**config.mk**
```make
export PLATFORM = sky130hd
export DESIGN_NAME = iob_gpio_in_filter
export DESIGN_NICKNAME = d
export VERILOG_FILES = /design/src/rtl/iob_gpio_in_filter.sv
export SDC_FILE = /design/constraint.sdc
export NUM_CORES = 2
export LEC_CHECK = 0
export ABC_CLOCK_PERIOD_IN_PS = 5090
export CAP_MARGIN = 5
export CORE_UTILIZATION = 33
export CTS_CLUSTER_SIZE = 16
export DETAILED_ROUTE_END_ITERATION = 12
export GPL_TIMING_DRIVEN = 0
export PLACE_DENSITY = 0.57
export REMOVE_ABC_BUFFERS = 1
export SLEW_MARGIN = 10
export SYNTH_ARGS = -nofsm -noshare
export SYNTH_HDL_FRONTEND = slang
export SYNTH_SLANG_ARGS = --single-unit
```
**constraint.sdc**
```tcl
create_clock -name clk -period 5.09 [get_ports clk]
set_input_delay 0.509 -clock clk [delete_from_list [all_inputs] [get_ports clk]]
set_output_delay 0.509 -clock clk [all_outputs]
set_load 0.03 [all_outputs]
```
**src/rtl/iob_gpio_in_filter.sv**
```systemverilog
// GPIO input conditioning: two-flop synchroniser, per-bit debounce counter,
// and sticky per-bit edge-event status OR-reduced into a single interrupt.
module iob_gpio_in_filter #(
  parameter int GPIO_W = 32,
  parameter int DEB_W  = 16
) (
  input  logic              clk,
  input  logic              arst_n,
  input  logic [GPIO_W-1:0] pad_in,
  input  logic [DEB_W-1:0]  deb_cycles,
  input  logic [GPIO_W-1:0] rise_en,
  input  logic [GPIO_W-1:0] fall_en,
  input  logic [GPIO_W-1:0] irq_clr,
  output logic [GPIO_W-1:0] gpio_filtered,
  output logic [GPIO_W-1:0] irq_status,
  output logic              irq
);

  logic [GPIO_W-1:0] r_s1;
  logic [GPIO_W-1:0] r_s2;
  logic [GPIO_W-1:0] r_filt;
  logic [GPIO_W-1:0] r_status;
  logic [DEB_W-1:0]  r_cnt [GPIO_W];

  logic [DEB_W-1:0]  w_last;
  logic [GPIO_W-1:0] w_diff;
  logic [GPIO_W-1:0] w_update;
  logic [GPIO_W-1:0] w_rise;
  logic [GPIO_W-1:0] w_fall;

  // A threshold of 0 behaves as 1, so the last allowed count is never negative.
  assign w_last = (deb_cycles == '0) ? '0 : deb_cycles - DEB_W'(1);
  assign w_diff = r_s2 ^ r_filt;

  always_comb begin
    // NOTE: default every always_comb output first so no path can infer a latch.
    w_update = '0;
    for (int i = 0; i < GPIO_W; i++) begin
      w_update[i] = w_diff[i] && (r_cnt[i] >= w_last);
    end
  end

  assign w_rise = w_update &  r_s2 & rise_en;
  assign w_fall = w_update & ~r_s2 & fall_en;

  // NOTE: sequential state uses non-blocking assignments so every flop samples pre-edge values.
  always_ff @(posedge clk or negedge arst_n) begin
    if (!arst_n) begin
      r_s1 <= '0;
      r_s2 <= '0;
    end else begin
      r_s1 <= pad_in;
      r_s2 <= r_s1;
    end
  end

  always_ff @(posedge clk or negedge arst_n) begin
    if (!arst_n) begin
      r_filt   <= '0;
      r_status <= '0;
      // NOTE: the counter array is a bank of flops, not a RAM, so it takes the async reset too.
      for (int i = 0; i < GPIO_W; i++) begin
        r_cnt[i] <= '0;
      end
    end else begin
      // Set has priority over clear when both land on the same edge.
      r_status <= (r_status & ~irq_clr) | w_rise | w_fall;
      for (int i = 0; i < GPIO_W; i++) begin
        if (!w_diff[i]) begin
          r_cnt[i] <= '0;
        end else if (w_update[i]) begin
          r_filt[i] <= r_s2[i];
          r_cnt[i]  <= '0;
        end else begin
          r_cnt[i] <= r_cnt[i] + DEB_W'(1);
        end
      end
    end
  end

  assign gpio_filtered = r_filt;
  assign irq_status    = r_status;
  assign irq           = |r_status;

endmodule
```
==> results.md <==
- The number of antenna violations at the first check in global routing is 4.
- The floorplan has 126 rows.
- The die covers 120000 sq um.
- The clock latency on the worst-skew pair is 650 ps.
- After layout, the worst path uses 93.2% of the clock period.
- The startpoint identified for the worst register-to-register timing path is r_cnt[439]$_DFF_PN0_.
- After synthesis, the netlist uses 50 different library cells.
- Sequential cells were found to cover 40.8% of the synthesized design area.
- The clock buffer count from CTS is 80.
- Net switching is 25.8% of the power.
- After detailed routing, the average wire length per cell comes to 17.5 um.
- The number of pins with negative max-slew slack in the final report is 0.
- The worst-case IR drop observed on VDD is 0.000235 V.
- The smallest clock period supported by the final layout is computed as 4740 ps.
- The met3 wire length is 3880 um.
- The initial core utilization is 33.3%.
- The layout filler cell count is 11500.
- The final setup violation count is 0.
- The number of enable-type register cells in the synthesized netlist is 0.
- During synthesis, Yosys emitted a total of 0 warnings.
- The die span in y is 347 um.
- The total overflow left after global routing is 0.
- The via count of the first global-routing pass is 29500.
- In the layout the commonest cells are 648 x sky130_fd_sc_hd__nor2_1, 640 x sky130_fd_sc_hd__dfrtp_1, 546 x sky130_fd_sc_hd__ha_1.
- Counting flops with an async set or reset pin after synthesis yields a share of 100%.
- The cell area that synthesis handed to floorplanning was 39300 sq um.
- The worst register-to-register path has a setup slack of 2680 ps.
- The min-delay analysis places its worst path in the category input port to flip-flop.
- The final layout contains 5024 nets.
- The TritonCTS clock tree is done.
- The critical path class is input port to flip-flop.
- The synthesized area divided by synthesized cell count is 9.71 sq um.
- The switching power is 0.00319 W.
- At the worst endpoint, the arrival time is 5310 ps.
- Total power for the finished layout comes to 0.0124 W.
- Synthesis handed over a netlist of 4045 instances.
- After clock tree synthesis, the clock-pin slew on the worst setup and hold paths is 60 ps.
- At the pin with the least slew margin, the transition time is 1020 ps.
- The core outline area is 118000 sq um.
- The total I/O pin count is 211.
- The maximum number of pins on one net before global-route repair is 103.
- Leaving out fill and tap cells, the most frequent cell in the layout is sky130_fd_sc_hd__nor2_1.
- In this run the number of H-tree levels came out at 3.
- The worst setup slack after layout is 345 ps.
- The flow ran to the end, and the final reports show no timing, DRC or antenna violations.
- The tree is rooted in a sky130_fd_sc_hd__clkbuf_16.
- The floorplan step set the die width to 347 um.
- The total area of sequential cells is 16000 sq um.
- Data on the critical path is required at its endpoint by 5650 ps.
- The residual DRC count is 0.
- The longest clock path from root to sink contains 3 buffers.
- The tool flagged a number of max-cap violations equal to 0.
- In this run, the clock network consumes 48.4% of the power.
- Hold timing on the final database bottoms out at a slack of 292 ps.
- Of all nets on the critical path, the largest fanout is 20.
- The count of endpoints failing hold in the final timing report was 0.
- After detailed routing, the wire length on met1 is 51100 um.
- In the routed layout, each cell is associated on average with a via count of 5.08.
- The top achievable clock speed is 211 MHz.
- The routed design has 104000 um of wire.
- The sink count of the clock tree is 640.
- The power density of the placed cells is 265 nW/um^2.
- The quantity of I/O buffers inserted on ports is 210.
- The worst hold path terminates at r_s1[30]$_DFF_PN0_.
- The final weighted congestion in routability-driven placement is 0.795.
- In this run, the combinational gates consume 8.9% of the power.
- The placement-stage worst setup slack is -495 ps.
- Relative to the synthesized area, the layout overhead comes to 18.9%.
- The number of vias after detailed routing is 30100.
- The area of the multi-input gates is 22700 sq um.
- Adding up every negative setup slack in the final design gives 0 ps.
- The total internal power is 0.00918 W.
- The post-route netlist has 5.55% of its cells at a drive strength greater than 1.
- The highest layer touched by signal routing is met5.
- The number of detailed-route iterations in the first pass is 5.
- Setup repair after global routing left no endpoint under its margin.
- The placed wire-length estimate after detailed placement is 70100 um.
- The hold path depth is 1.
- The number of DRC violations after detailed-routing iteration 0 is 1496.
- The first global-routing pass estimated 167000 um of wire.
- Sequential cells burn 42.6% of the power.
- The capture instance of the worst register-to-register path is gpio_filtered[4]$_DFFE_PN0P_.
- For this run, the share of the core covered by cells in the final layout is 39.5%.
- The element type at the critical path start is an input port.
- The primary flip-flop cell chosen by synthesis mapping is sky130_fd_sc_hd__dfrtp_1.
- The total global-route track usage is 17.5%.
- In the detailed route, the total length drawn on met2 is 46300 um.
- The number of register bits inferred by synthesis is 640.
- In this run the static leakage power is 21.5 nW.
- STA classifies the critical path endpoint as a flip-flop.
- The number of nets with antenna violations after routing is 0.
- The number of cells on the worst reg-to-reg path is 6.
- The worst hold path begins at pad_in[30].
- The worst slew slack as a fraction of its limit is 31.6%.
- For the final database, setup skew stands at 19.1 ps.
[layout make-up]
cell class | instances | area share [%]
Clock buffer | 105 | 4.73
Sequential cell | 640 | 34.3
Tap cell | 1536 | 4.12
Multi-Input combinational cell | 3226 | 48.6
Clock inverter | 41 | 1.13
Inverter | 141 | 1.13
Timing Repair Buffer | 243 | 5.97
Antenna cell | 1 | 0.00536
[worst max-delay path, cell delays in order]
cell,delay (ps)
sky130_fd_sc_hd__clkdlybuf4s50_1,520
sky130_fd_sc_hd__nor4_2,400
sky130_fd_sc_hd__nand2b_1,140
sky130_fd_sc_hd__nor4_2,360
sky130_fd_sc_hd__nand3b_2,640
sky130_fd_sc_hd__nand2_4,600
sky130_fd_sc_hd__buf_12,300
sky130_fd_sc_hd__ha_1,310
sky130_fd_sc_hd__nand4_1,170
sky130_fd_sc_hd__nor4_1,80
sky130_fd_sc_hd__a211oi_1,380
sky130_fd_sc_hd__nand3_1,570
sky130_fd_sc_hd__nor2_1,280
[timing repair]
item | in CTS | in global routing
hold endpoints to repair | 52 | 0
setup endpoints to repair | 0 | 20
hold buffers | 1 | 0
resized for setup | 0 | 2
setup buffers | 0 | 2
[power groups by stage]
stage / Sequential, W / Clock [W] / Combinational, W
after detailed placement: 0.00537 / 0 / 0.00112
after global routing: 0.00529 / 0.00639 / 0.00127
after global placement: 0.00538 / 0 / 0.00102
after floorplan: 0.00534 / 0 / 0.000532
after CTS: 0.00527 / 0.00620 / 0.00113
final: 0.00528 / 0.00599 / 0.00111
[kinds of logic after synthesis]
family | after synthesis | synth area share, %
mux | 33 | 0.943
simple gates | 1701 | 21.0
xor+xnor | 486 | 10.8
buf+inv | 179 | 1.85
fa+ha+maj | 546 | 17.4
flops | 640 | 40.8
compound gates | 460 | 7.18
[routing by layer]
layer	track usage, %	vias to the layer above
met1	24.6	14500
met2	27.8	455
met5	0	-
met3	2.60	142
met4	4.93	2
li1	-	15000
[cell usage after synthesis, types with 10 or more instances]
| master | count | area [sq um] |
|---|---|---|
| sky130_fd_sc_hd__nor2_1 | 648 | 2430 |
| sky130_fd_sc_hd__dfrtp_1 | 640 | 16000 |
| sky130_fd_sc_hd__ha_1 | 546 | 6830 |
| sky130_fd_sc_hd__nand3_1 | 289 | 1450 |
| sky130_fd_sc_hd__xor2_1 | 279 | 2440 |
| sky130_fd_sc_hd__nand2_1 | 231 | 867 |
| sky130_fd_sc_hd__xnor2_1 | 207 | 1810 |
| sky130_fd_sc_hd__o21ai_0 | 165 | 826 |
| sky130_fd_sc_hd__nand4_1 | 162 | 1010 |
| sky130_fd_sc_hd__inv_1 | 141 | 529 |
| sky130_fd_sc_hd__a21oi_1 | 109 | 546 |
| sky130_fd_sc_hd__nor3_1 | 94 | 470 |
| sky130_fd_sc_hd__and3_1 | 73 | 457 |
| sky130_fd_sc_hd__a211oi_1 | 67 | 503 |
| sky130_fd_sc_hd__nor4_1 | 52 | 325 |
| sky130_fd_sc_hd__and4_1 | 47 | 412 |
| sky130_fd_sc_hd__o21bai_1 | 47 | 353 |
| sky130_fd_sc_hd__a22o_1 | 32 | 280 |
| sky130_fd_sc_hd__mux2_2 | 32 | 360 |
| sky130_fd_sc_hd__nand3b_1 | 32 | 240 |
| sky130_fd_sc_hd__buf_2 | 31 | 155 |
| sky130_fd_sc_hd__o31ai_1 | 25 | 188 |
| sky130_fd_sc_hd__nor3b_1 | 20 | 150 |
| sky130_fd_sc_hd__nor3_2 | 12 | 120 |
| sky130_fd_sc_hd__and2_1 | 10 | 62.6 |
[flip-flops by register name, summed over array words and instances (netlist names)]
name	cells
gpio_filtered	32
r_s2	32
r_s1	32
r_cnt	512
irq_status	32
[worst max path at each step]
stage / end / start / slack (ps)
after global placement: r_s1[1]$_DFF_PN0_ / arst_n / -26940
final: r_cnt[491]$_DFF_PN0_ / deb_cycles[9] / 350
after CTS: gpio_filtered[4]$_DFFE_PN0P_ / deb_cycles[9] / 180
after global routing: r_cnt[74]$_DFF_PN0_ / deb_cycles[9] / 20
after floorplan: gpio_filtered[4]$_DFFE_PN0P_ / deb_cycles[0] / 40
after detailed placement: gpio_filtered[4]$_DFFE_PN0P_ / deb_cycles[9] / -500
[per-stage QoR]
step | cells | instance area (sq um)
6_report | 5933 | 46700
4_1_cts | 5930 | 46700
5_1_grt | 5932 | 46700
3_5_place_dp | 5783 | 43900
3_3_place_gp | 5753 | 43100
2_1_floorplan | 4007 | 39100
No activity file was read; power rests on OpenSTA's default activity.
